--- config.mk ---
export PLATFORM = sky130hd
export DESIGN_NAME = int_root
export DESIGN_NICKNAME = d
export VERILOG_FILES = /design/src/rtl/int_root.sv
export SDC_FILE = /design/constraint.sdc
export NUM_CORES = 1
export LEC_CHECK = 0
export ABC_AREA = 1
export CORE_ASPECT_RATIO = 0.8
export CORE_MARGIN = 1.5
export CORE_UTILIZATION = 45
export CTS_CLUSTER_SIZE = 8
export DETAILED_ROUTE_END_ITERATION = 8
export PLACE_DENSITY_LB_ADDON = 0.1
export REMOVE_ABC_BUFFERS = 1
export SLEW_MARGIN = 30
export SYNTH_ARGS = -nofsm -noshare
export SYNTH_HDL_FRONTEND = slang
export SYNTH_SLANG_ARGS = --single-unit
--- constraint.sdc ---
create_clock -name clk -period 6.9 [get_ports clk]
set_input_delay 1.38 -clock clk [delete_from_list [all_inputs] [get_ports clk]]
set_output_delay 1.38 -clock clk [all_outputs]
set_load 0.02 [all_outputs]
--- src/rtl/int_root.sv ---
// Sequential integer n-th root: out = floor(inx^(1/inn)), built MSB-first by binary search
// with one saturating 16x16 multiply per cycle. Optional `exact` output under ROOT_EXACT_EN.
module int_root (
  input  logic        clk,
  input  logic        nrst,
  input  logic        start,
  input  logic [15:0] inx,
  input  logic [7:0]  inn,
  output logic [15:0] out,
  output logic        ready,
  output logic        err
`ifdef ROOT_EXACT_EN
  ,
  output logic        exact
`endif
);

  typedef enum logic [2:0] {
    S_IDLE,
    S_CHECK,
    S_TRY,
    S_MUL,
    S_DONE
  } state_t;

  state_t      r_state;
  logic [15:0] r_y;
  logic [7:0]  r_n;
  logic [15:0] r_r;
  logic [15:0] r_c;
  logic [15:0] r_p;
  logic [7:0]  r_cnt;
  logic [3:0]  r_i;
  logic [15:0] r_out;
  logic        r_ready;
  logic        r_err;
`ifdef ROOT_EXACT_EN
  logic        r_flag;
  logic        r_exact;
`endif

  logic [15:0] w_cand;
  logic [31:0] w_prod;
  logic        w_last;

  // A partial power that leaves 16 bits or exceeds the radicand can only grow, so reject.
  function automatic logic over_limit(input logic [31:0] prod, input logic [15:0] lim);
    return (prod[31:16] != 16'd0) || (prod[15:0] > lim);
  endfunction

  assign w_cand = r_r | (16'd1 << r_i);
  assign w_prod = {16'd0, r_p} * {16'd0, r_c};
  assign w_last = (r_i == 4'd0);

  always_ff @(posedge clk or negedge nrst) begin
    if (!nrst) begin
      r_state <= S_IDLE;
      r_y     <= 16'd0;
      r_n     <= 8'd0;
      r_r     <= 16'd0;
      r_c     <= 16'd0;
      r_p     <= 16'd0;
      r_cnt   <= 8'd0;
      r_i     <= 4'd0;
      r_out   <= 16'd0;
      r_ready <= 1'b1;
      r_err   <= 1'b0;
`ifdef ROOT_EXACT_EN
      r_flag  <= 1'b0;
      r_exact <= 1'b0;
`endif
    end else begin
      case (r_state)
        S_IDLE: begin
          if (start) begin
            r_y     <= inx;
            r_n     <= inn;
            r_r     <= 16'd0;
            r_i     <= 4'd15;
            r_ready <= 1'b0;
            r_state <= S_CHECK;
`ifdef ROOT_EXACT_EN
            r_flag  <= 1'b0;
`endif
          end
        end

        S_CHECK: begin
          if (r_n == 8'd0) begin
            r_out   <= 16'hFFFF;
            r_err   <= 1'b1;
            r_ready <= 1'b1;
            r_state <= S_IDLE;
`ifdef ROOT_EXACT_EN
            r_exact <= 1'b0;
`endif
          end else if (r_n == 8'd1 || r_y == 16'd0 || r_y == 16'd1) begin
            // For n=1 the root is y; for y in {0,1} it is also y.
            r_out   <= r_y;
            r_err   <= 1'b0;
            r_ready <= 1'b1;
            r_state <= S_IDLE;
`ifdef ROOT_EXACT_EN
            r_exact <= 1'b1;
`endif
          end else begin
            r_state <= S_TRY;
          end
        end

        S_TRY: begin
          r_c <= w_cand;
          if (w_cand == 16'd1) begin
            // 1^n = 1 <= y (y >= 2 here), and cannot equal y.
            r_r     <= w_cand;
`ifdef ROOT_EXACT_EN
            r_flag  <= 1'b0;
`endif
            if (w_last) r_state <= S_DONE;
            else begin
              r_i     <= r_i - 4'd1;
              r_state <= S_TRY;
            end
          end else begin
            r_p     <= 16'd1;
            r_cnt   <= r_n;
            r_state <= S_MUL;
          end
        end

        S_MUL: begin
          if (over_limit(w_prod, r_y)) begin
            if (w_last) r_state <= S_DONE;
            else begin
              r_i     <= r_i - 4'd1;
              r_state <= S_TRY;
            end
          end else if (r_cnt == 8'd1) begin
            r_r     <= r_c;
`ifdef ROOT_EXACT_EN
            r_flag  <= (w_prod[15:0] == r_y);
`endif
            if (w_last) r_state <= S_DONE;
            else begin
              r_i     <= r_i - 4'd1;
              r_state <= S_TRY;
            end
          end else begin
            r_p   <= w_prod[15:0];
            r_cnt <= r_cnt - 8'd1;
          end
        end

        S_DONE: begin
          r_out   <= r_r;
          r_err   <= 1'b0;
          r_ready <= 1'b1;
          r_state <= S_IDLE;
`ifdef ROOT_EXACT_EN
          r_exact <= r_flag;
`endif
        end

        default: r_state <= S_IDLE;
      endcase
    end
  end

  assign out   = r_out;
  assign ready = r_ready;
  assign err   = r_err;
`ifdef ROOT_EXACT_EN
  assign exact = r_exact;
`endif

endmodule

-- Yosys cells after proc, flatten, opt, wreduce, memory -nomap -nowiden
Cells that the tools add are included.
- register bits: 105
- input bits: 27
- output and inout bits: 18
- word-level logic and storage cells: 89
- add/sub/neg operators: 2
- multiply operators: 1
- order comparisons: 1
- eq/ne operators: 16
- shifts and indexed selects: 1
- mux-type cells: 37
- bitwise operators: 1
- reduce and logical (&&, ||, !) cells: 19
- operators with widths (operator ; count):
    $mux W16 ; 9
    $pmux W16 S2 ; 2
    $pmux W16 S3 ; 1
    $eq A16 B1 Y1 const B ; 2
    $mul A16 B16 Y32 ; 1
    $mux W8 ; 3
    $mux W4 ; 5
    $eq A8 B1 Y1 const B ; 2
    $gt A16 B16 Y1 ; 1
    $logic_not A16 Y1 ; 1
    $or A16 B16 Y16 ; 1
    $pmux W8 S2 ; 1
    $reduce_bool A16 Y1 ; 1
    $shl A1 B4 Y16 const A ; 1
    $mux W3 ; 5
    $ne A2 B2 Y1 const B ; 6
    $pmux W3 S4 ; 1
    $pmux W4 S3 ; 1
    $logic_not A8 Y1 ; 1
    $reduce_and A4 Y1 ; 2
    $sub A8 B1 Y8 const B ; 1
    $eq A3 B2 Y1 const B ; 2
    $ne A3 B3 Y1 const B ; 2
    $reduce_and A2 Y1 ; 3
    14 further kinds ; 23

-- Depth between registers and ports, before layout
Gate-level depths: netlist (run 1).
- word-level depth: 6
- gate-level depth with buffers: 40
- mapped depth without buffers: 37

-- Worst setup path after synthesis (run 1)
OpenSTA, ideal clock, no wires.
- path type: register to register
- start point: register r_p[11]
- end point: register r_p[1]
- library setup time: 0.117 ns
- data arrival time: 6.566 ns
- data required time: 6.783 ns
- path slack: 0.217 ns
- stages on the path, launching flop included: 35
- buffers on the path: 3
- period minus slack after synthesis: 6.683 ns
- cell sequence: dfrtp_1 -> clkbuf_1 -> clkbuf_1 -> nand2_1 -> fa_1 -> fa_1 -> inv_1 -> fa_1 -> fa_1 -> fa_1 -> inv_1 -> fa_1 -> inv_1 -> ha_1 -> nand2_1 -> inv_2 -> nand2_1 -> nand2_1 -> nand3b_2 -> xor2_1 -> ha_1 -> nand2_1 -> nor4_1 -> nand3_1 -> nand2_1 -> nand2_1 -> nor2_1 -> nand3_1 -> nor2_1 -> nand2_1 -> nand2_4 -> nand2_4 -> buf_6 -> nand2_1 -> nand2_1
- cells in the longest elaborated chain, start to end: 5
- elaborated cells between the ends (all ways): 6
- classes of those cells: mul (1); order compare (1); eq/ne (1); reduce/logical (3)
- ends and longest elaborated chain (what ; line ; source):
    start: declaration ; 31 ; logic [15:0] r_p;
    start signal: assignment ; 149 ; r_p <= w_prod[15:0];
    $mul A16 B16 Y32 * ; 52 ; assign w_prod = {16'd0, r_p} * {16'd0, r_c};
    $gt A16 B16 Y1 or $reduce_bool A16 Y1 (tied branches) ; 48 ; return (prod[31:16] != 16'd0) || (prod[15:0] > lim);
    $logic_or A1 B1 Y1 * ; 48 ;
    $ne A2 B2 Y1 (no source line) * ; -- ;
    $reduce_and A4 Y1 (no source line) * ; -- ;
Mark *: on every way between the ends. The rest lies on a longest branch, timed or not.
A chain may end at the register's enable or synchronous reset.

-- Worst setup path in the final report (run 1)
- start point: register r_p[8]
- end point: register r_p[13]
- cells in the longest elaborated chain, start to end: 5
- elaborated cells between the ends (all ways): 9
- classes of those cells: mul (1); order compare (1); eq/ne (1); mux (3); reduce/logical (3)
- ends and longest elaborated chain (what ; line):
    $mul A16 B16 Y32 * ; 52
    $gt A16 B16 Y1 or $reduce_bool A16 Y1 (tied branches) ; 48
    $logic_or A1 B1 Y1 ; 48
    $ne A2 B2 Y1 (no source line) ; --
    $reduce_and A4 Y1 (no source line) ; --
Mark *: on every way between the ends. The rest lies on a longest branch, timed or not. The select of a mux whose other input is x is not followed.

==> qor.log, run 1 <==
INFO  global_route   grt_start_max_net_pins=72
INFO  yosys          ys_seq_area_share=17.52%
INFO  cts            tritoncts=done
INFO  sta            finalMaxSlewViolations=0
INFO  yosys          synthCells=2069
INFO  pwr            peak_supply_drop=0.2866mV
INFO  pwr            power.density_cell_area=334.9mW/mm²
INFO  placement      placed_area=0.01629mm²
INFO  setup_path     timing.critical_path.buf_inv=8
INFO  flow_run       max-cap-violations=0
INFO  die            floorplan.initialDensity=45.89%
INFO  drt            first_iter_violations=1085
INFO  yosys          syn_area_per_cell=7.253µm²
INFO  global_route   grt_pass1_wl=68520µm
INFO  global_route   gr-total-overflow=0
INFO  pwr            power.leakage=9.765nW
INFO  setup_path     critical_path.max_fanout=14
INFO  cts            clk_pin_slew_worst_paths=0.08ns
INFO  final_layout   diodes=0
INFO  die            io-pin-count=45
INFO  status         status=completed
INFO  cts            clockRootBuffer=clkbuf_16
INFO  yosys          yosys_warnings=0
INFO  final_layout   final_layout_size_suffix_gt1_share=13.77%
INFO  cts            hold_buffers=0
INFO  global_route   grt_usage=25.35%
INFO  sta            clock-skew-final=0.009745ns
INFO  setup_path     worst-endpoint-arrival=7.03ns
INFO  yosys          async_flop_share=100.0%
INFO  sta            max_freq=0.1487GHz
INFO  drt            avgViaCountPerCell=5.019
INFO  yosys          yosys.cell_types.count=42
INFO  cts            number_of_levels_the_h_tree_was_split_into=3
INFO  drt            vias=13010
INFO  setup_path     worstSetupPathType=reg2reg
INFO  die            die_area=0.03446mm²
INFO  cts            clock_sink_total=105
INFO  setup_path     critPathTopFamily=adder cells
INFO  yosys          synth.cell_area=0.01501mm²
INFO  cts            max_root_sink_buffers=2
INFO  die            core_area=0.03270mm²
INFO  final_layout   fillers=3161
INFO  placement      detailedPlacementHpwl=35320µm
INFO  die            placementRows=59
INFO  yosys          synth.ff_latch_count=105
INFO  final_layout   syn2layout_area_growth=17.14%
INFO  final_layout   stdcell_area=0.01758mm²
INFO  drt            wire_per_inst=16.76µm
INFO  drt            drt-pass1-iter-count=5
INFO  drt            postRouteAntennaNets=0
INFO  die            die_y=166.3µm
INFO  die            die_w=207.2µm
INFO  drt            drt_drc_violations_left=0
INFO  setup_path     setup.worst_path.start_class=flip-flop
INFO  sta            finalHoldWorstSlack=0.4738ns
INFO  yosys          number_of_enable_type_register_cells_in_the_synthesized_netlist=0
INFO  drt            wirelength=43410µm
INFO  global_route   vias_in_the_first_global_route=12600
INFO  hold_path      min_path_type=reg2reg
INFO  placement      routabilityCongestion=0.9128
INFO  sta            setup_viol=0
INFO  cts            numCtsBuffers=9
INFO  sta            rsz0062_at_grt=yes
INFO  setup_path     worst_setup_path_end_kind=flip-flop
INFO  placement      place.port_buffers=44
INFO  sta            tcrit_tclk_final=97.47%
INFO  final_layout   nets=2507
INFO  cts            worst_skew_pair.late_latency=0.37ns
INFO  global_route   initial_antenna_violation_count=2
INFO  yosys          synth_top_flop_cell=dfrtp_1
INFO  sta            min_period=6.726ns
INFO  sta            hold_viol=0
INFO  sta            worst_case_headroom_to_the_max_slew_limit=41.82%
INFO  setup_path     critical_path.max_stage_delay=0.54ns
INFO  sta            worst_slew_pin_tran=0.8592ns
INFO  setup_path     worstPathRequired=7.21ns
INFO  setup_path     critPathSlowestCell=fa_1
-- placed cells by master (no fill, tap or decap), types with 4 or more instances in the layout --
cell and instances:
nor2_2 13, dfrtp_2 17, ha_1 115, nand3_2 18, xor2_1 8, fa_1 192, buf_12 4, nand2_4 12
nand2_8 6, nand2_1 643, dfrtp_1 87, o21bai_1 13, o22ai_1 10, nor4_1 8, inv_2 24, nand4_1 12
a31oi_1 7, nand2_2 29, inv_1 479, xor2_2 4, nor2_4 6, nand3_1 42, nand3b_1 16, a21oi_1 27
ha_4 10, o21ai_0 83, nor2_1 55, clkbuf_16 11, clkdlybuf4s50_1 43, buf_4 108, nand3_4 4, o211ai_1 8
buf_6 9
-- flip-flops by register name, summed over array words and instances, names as in the netlist --
name and flops:
err 1, out 16, r_c 16, r_cnt 8, r_i 4, r_n 8
r_p 16, r_r 16, r_state 3, r_y 16, ready 1
-- power by group --
group | internal [mW] | switching [mW]
combinational | 1.58 | 2.60
clock | 0.252 | 0.269
sequential | 0.871 | 0.308
total | 2.71 | 3.18
-- what timing repair did --
item                                    in CTS  in global routing
pin swaps                                    1                 49
endpoints found under the setup margin      47                 47
setup buffers                                4                 23
gates resized for setup                      7                161
gates cloned                                 0                  7
-- logic make-up after synthesis --
family | after synthesis | synth area share, %
adders and majority gates | 321 | 36.47
xor gates and xnor gates | 16 | 0.9339
and+or+nand+nor | 869 | 23.81
DFF | 105 | 17.52
AOI/OAI and AO/OA | 158 | 5.878
buffers and inverters | 600 | 15.38
-- cell usage after synthesis (all sizes together), types with 8 or more instances --
cell    count  share of area (%)
a21oi      30                1.0
buf        13               0.69
clkbuf     80                2.0
dfrtp     104                 17
fa        194                 26
ha        127                 11
inv       504                 13
nand2     685                 17
nand3      64                2.2
nand3b     17               0.88
nand4      12               0.50
nor2       75                2.2
nor4        9               0.38
o211ai      8               0.40
o21ai      85                2.8
o21bai     13               0.65
o22ai      10               0.42
xor2       13               0.76
-- through the flow --
step	utilization (%)	TNS [ns]	instances	setup WS, ns	power (mW)
6_report	53.75	0	2591	0.1745	5.887
5_1_grt	53.75	-3.134	2591	-0.1201	6.357
4_1_cts	50.86	0	2561	0.002550	5.008
3_5_place_dp	49.81	-12.41	2541	-0.2967	4.409
3_3_place_gp	49.80	-8.222	2541	-0.2116	4.397
2_1_floorplan	-	0	1976	0.2563	3.066
-- per-layer routing --
layer / wire length [µm] / global-route usage [%] / vias up
met5: 0 / 0 / -
met4: 445 / 3.293 / 0
met3: 3227 / 5.049 / 38
met2: 17470 / 35.47 / 364
met1: 22270 / 40.71 / 6323
li1: - / - / 6280
-- worst register-to-register path, delay by kind of cell (launching register included) --
kind / cells / cell delay (ns)
buffers and inverters: 8 / 0.60
DFF: 1 / 0.49
and+or+nand+nor: 17 / 1.90
xor gates and xnor gates: 1 / 0.16
adders and majority gates: 8 / 3.53
-- area by class of cell --
cell class / count / area [µm²] / share of cell area (%)
inverters: 507 / 1907 / 10.85
multi-input cells: 1369 / 10710 / 60.92
clock inverters: 7 / 65.06 / 0.3701
repair buffers: 167 / 1488 / 8.463
flip-flops and latches: 105 / 2650 / 15.08
well taps: 427 / 534.3 / 3.039
clock buffers: 9 / 225.2 / 1.281
-- path summary, 6_finish.rpt --
| path | from | slack [ns] | to | cells past startpoint |
|---|---|---|---|---|
| max | r_p[8] | 0.17 | r_p[13] | 34 |
| min | ready | 0.47 | ready | 2 |
| max reg2reg | r_p[8] | 0.17 | r_p[13] | 34 |
| min reg2reg | ready | 0.47 | ready | 2 |
| max in group asynchronous | nrst | 4.86 | r_c[6] | 2 |
| min in group asynchronous | nrst | 0.97 | r_n[3] | 1 |
Note: power is estimated with default switching activity, not from simulation.
==> run 2: changes to the inputs <==
TNS_END_PERCENT = 50   (was not set)
==> run 2 against run 1 <==
Non-clock buffer count stayed put. Highest routed layer unchanged. Count of clock-buffer cells in the layout stayed put. Largest cell class unchanged. Critical path depth is 1 higher. Sequential share of layout area stayed put. Setup slack better by 0.015 ns. Clock skew hardly changed. Fmax is 0.22% higher. Register-to-register slack hardly changed. Critical path type unchanged. Die area stayed put. Largest power group unchanged. Power is 0.20% lower. Final cell count hardly changed. Global-route usage stayed put.
==> qor.log, run 2 (synthesis gave the netlist of run 1 again) <==
INFO  setup_path     timing.critical_path.from=r_c[4] [was r_p[8]]
INFO  sta            setup_viol=0 [unchanged]
INFO  sta            final.setup.tns=0ns [unchanged]
INFO  pwr            netSwitchingFraction=53.96% [was 54.03%]
INFO  cts            hold_buffers=0 [unchanged]
INFO  drt            drt_drc_violations_left=0 [unchanged]
INFO  global_route   grt_start_max_net_pins=72 [unchanged]
INFO  sta            min_period=6.711ns [was 6.726 ns]
INFO  placement      routabilityCongestion=0.9128 [unchanged]
INFO  final_layout   fillers=3160 [was 3161]
INFO  pwr            peak_supply_drop=0.2867mV [was 0.2866 mV]
INFO  sta            postLayoutSetupSlackWorst=0.1891ns [was 0.1745 ns]
INFO  setup_path     worstSetupPathType=reg2reg [unchanged]
INFO  setup_path     setup.worst_path.start_class=flip-flop [unchanged]
INFO  setup_path     critical_path.max_stage_delay=0.58ns [was 0.54 ns]
INFO  sta            tcrit_tclk_final=97.26% [was 97.47%]
INFO  final_layout   nets=2507 [unchanged]
INFO  cts            worst_skew_pair.late_latency=0.37ns [about the same]
INFO  cts            clockRootBuffer=clkbuf_16 [unchanged]
INFO  placement      placed_cells_incl_taps=2541 [unchanged]
INFO  final_layout   stdcell_area=0.01758mm² [unchanged]
INFO  sta            clock-skew-final=0.009731ns [was 0.009745 ns]
INFO  drt            avgViaCountPerCell=5.012 [was 5.019]
INFO  drt            vias=13000 [was 13010]
INFO  sta            hold_viol=0 [unchanged]
INFO  drt            drt-pass1-iter-count=5 [unchanged]
INFO  final_layout   most_frequent_cells_in_the_layout=nand2_1 (643), inv_1 (479), fa_1 (192), ha_1 (115), buf_4 (108) [unchanged]
INFO  setup_path     critical_path.max_fanout=14 [unchanged]
INFO  pwr            p_comb_share=71.1% [about the same]
INFO  global_route   gr-total-overflow=0 [unchanged]
INFO  placement      detailedPlacementHpwl=35320µm [unchanged]
INFO  placement      place.port_buffers=44 [unchanged]
INFO  final_layout   syn2layout_area_growth=17.14% [unchanged]
INFO  placement      pre_cts_slack=-0.2967ns [unchanged]
INFO  cts            tritoncts=done [unchanged]
INFO  sta            finalHoldWorstSlack=0.4709ns [was 0.4738 ns]
INFO  pwr            p_clk_share=8.9% [about the same]
INFO  final_layout   layoutNonFillerInstCount=2593 [was 2591]
INFO  pwr            power=5.875mW [was 5.887 mW]
INFO  die            io-pin-count=45 [unchanged]
INFO  global_route   vias_in_the_first_global_route=12600 [unchanged]
INFO  global_route   grt_usage=25.35% [unchanged]
INFO  hold_path      min_from=ready [unchanged]
INFO  drt            wire_per_inst=16.71µm [was 16.76 µm]
INFO  cts            number_of_levels_the_h_tree_was_split_into=3 [unchanged]
INFO  die            core_area=0.03270mm² [unchanged]
INFO  final_layout   layout_commonest_cell=nand2_1 [unchanged]
INFO  setup_path     path_common_cell=nand2_1
INFO  sta            max_freq=0.1490GHz [was 0.1487 GHz]
INFO  drt            wirelength=43330µm [was 43410 µm]
INFO  setup_path     timing.rr.start=r_c[4] [was r_p[8]]
INFO  sta            finalMaxSlewViolations=0 [unchanged]
INFO  setup_path     worst_setup_path_end_kind=flip-flop [unchanged]
INFO  pwr            power.leakage=9.764nW [was 9.765 nW]
INFO  cts            clk_pin_slew_worst_paths=0.08ns [about the same]
INFO  die            die_area=0.03446mm² [unchanged]
INFO  placement      placed_area=0.01629mm² [unchanged]
INFO  cts            clock_sink_total=105 [unchanged]
INFO  die            die_y=166.3µm [unchanged]
INFO  die            placementRows=59 [unchanged]
INFO  pwr            netSwitchingPower=3.170mW [was 3.181 mW]
INFO  pwr            p_int=2.705mW [was 2.706 mW]
INFO  final_layout   final_layout_size_suffix_gt1_share=13.72% [was 13.77%]
INFO  drt            first_iter_violations=1068 [was 1085]
INFO  setup_path     worstPathRequired=7.21ns [about the same]
INFO  cts            max_root_sink_buffers=2 [unchanged]
INFO  die            floorplan.initialDensity=45.89% [unchanged]
INFO  die            die_w=207.2µm [unchanged]
INFO  sta            worst_case_headroom_to_the_max_slew_limit=43.43% [was 41.82%]
INFO  global_route   grt_pass1_wl=68520µm [unchanged]
INFO  status         status=completed [unchanged]
INFO  global_route   initial_antenna_violation_count=2 [unchanged]
INFO  sta            worst_slew_pin_tran=0.8464ns [was 0.8592 ns]
INFO  hold_path      min_path_type=reg2reg [unchanged]
INFO  pwr            share_seq_of_total_power=20.0% [about the same]
INFO  sta            rsz0062_at_grt=yes [unchanged]
INFO  setup_path     worst-endpoint-arrival=7.02ns [was 7.03 ns]
INFO  pwr            power.density_cell_area=334.2mW/mm² [was 334.9 mW/mm²]
INFO  cts            numCtsBuffers=9 [unchanged]
INFO  drt            postRouteAntennaNets=0 [unchanged]
INFO  setup_path     critPathSlowestCell=fa_1 [unchanged]
INFO  final_layout   final_core_utilization=53.75% [unchanged]
INFO  flow_run       max-cap-violations=0 [unchanged]
## run 2: per-layer routing
| layer | share of wire (%) | vias up | GRT usage, % |
|---|---|---|---|
| met5 | 0 | - | 0 |
| met4 | 0.80 | 0 | 3.293 |
| met3 | 8.1 | 25 | 5.049 |
| met2 | 40 | 356 | 35.47 |
| met1 | 51 | 6335 | 40.71 |
| li1 | - | 6280 | - |
## run 2: power by group through the flow
stage          Clock [mW]  Sequential (mW)  Combinational (mW)
2_1_floorplan           0             1.20                1.87
3_3_place_gp            0             1.18                3.21
3_5_place_dp            0             1.18                3.23
4_1_cts             0.531             1.17                3.30
5_1_grt             0.553             1.20                4.60
6_report            0.521             1.18                4.18
## run 2: what timing repair did
item,4_1_cts,5_1_grt
setup endpoints to repair,47,47
pin swaps,1,54
buffers inserted,4,23
gates resized for setup,7,160
cloned,0,7
## run 2: final timing paths
check,depth (start not counted),slack (ns),endpoint
setup / recovery,35,0.19,r_p[13]
hold / removal,2,0.47,ready
setup reg to reg,35,0.19,r_p[13]
hold reg to reg,2,0.47,ready
max in group asynchronous,2,4.85,r_c[6]
min in group asynchronous,1,0.97,r_n[3]
## run 2: worst max-delay path, delay by kind of cell, from the launching register on
family | cells | cell delay, ns
buffers and inverters | 9 | 0.72
adders and majority gates | 8 | 3.40
xor gates and xnor gates | 1 | 0.20
DFF | 1 | 0.48
and+or+nand+nor | 17 | 1.81
## run 2: area by class of cell
type                       instances  area, µm²  share of cell area (%)
tap                              427      534.3                   3.039
clock inverter                     7      65.06                  0.3701
multi-input combinational       1369      10700                   60.89
inverter                         507       1907                   10.85
sequential                       105       2650                   15.08
clock buffer                       9      225.2                   1.281
antenna                            2      5.005                 0.02847
timing repair buffer             167       1488                   8.463
==> run 3: changes to the inputs <==
CTS_CLUSTER_DIAMETER = 120   (was not set)
==> results of run 3 <==
Final layout, timing and power as in run 2 (identical DEF).
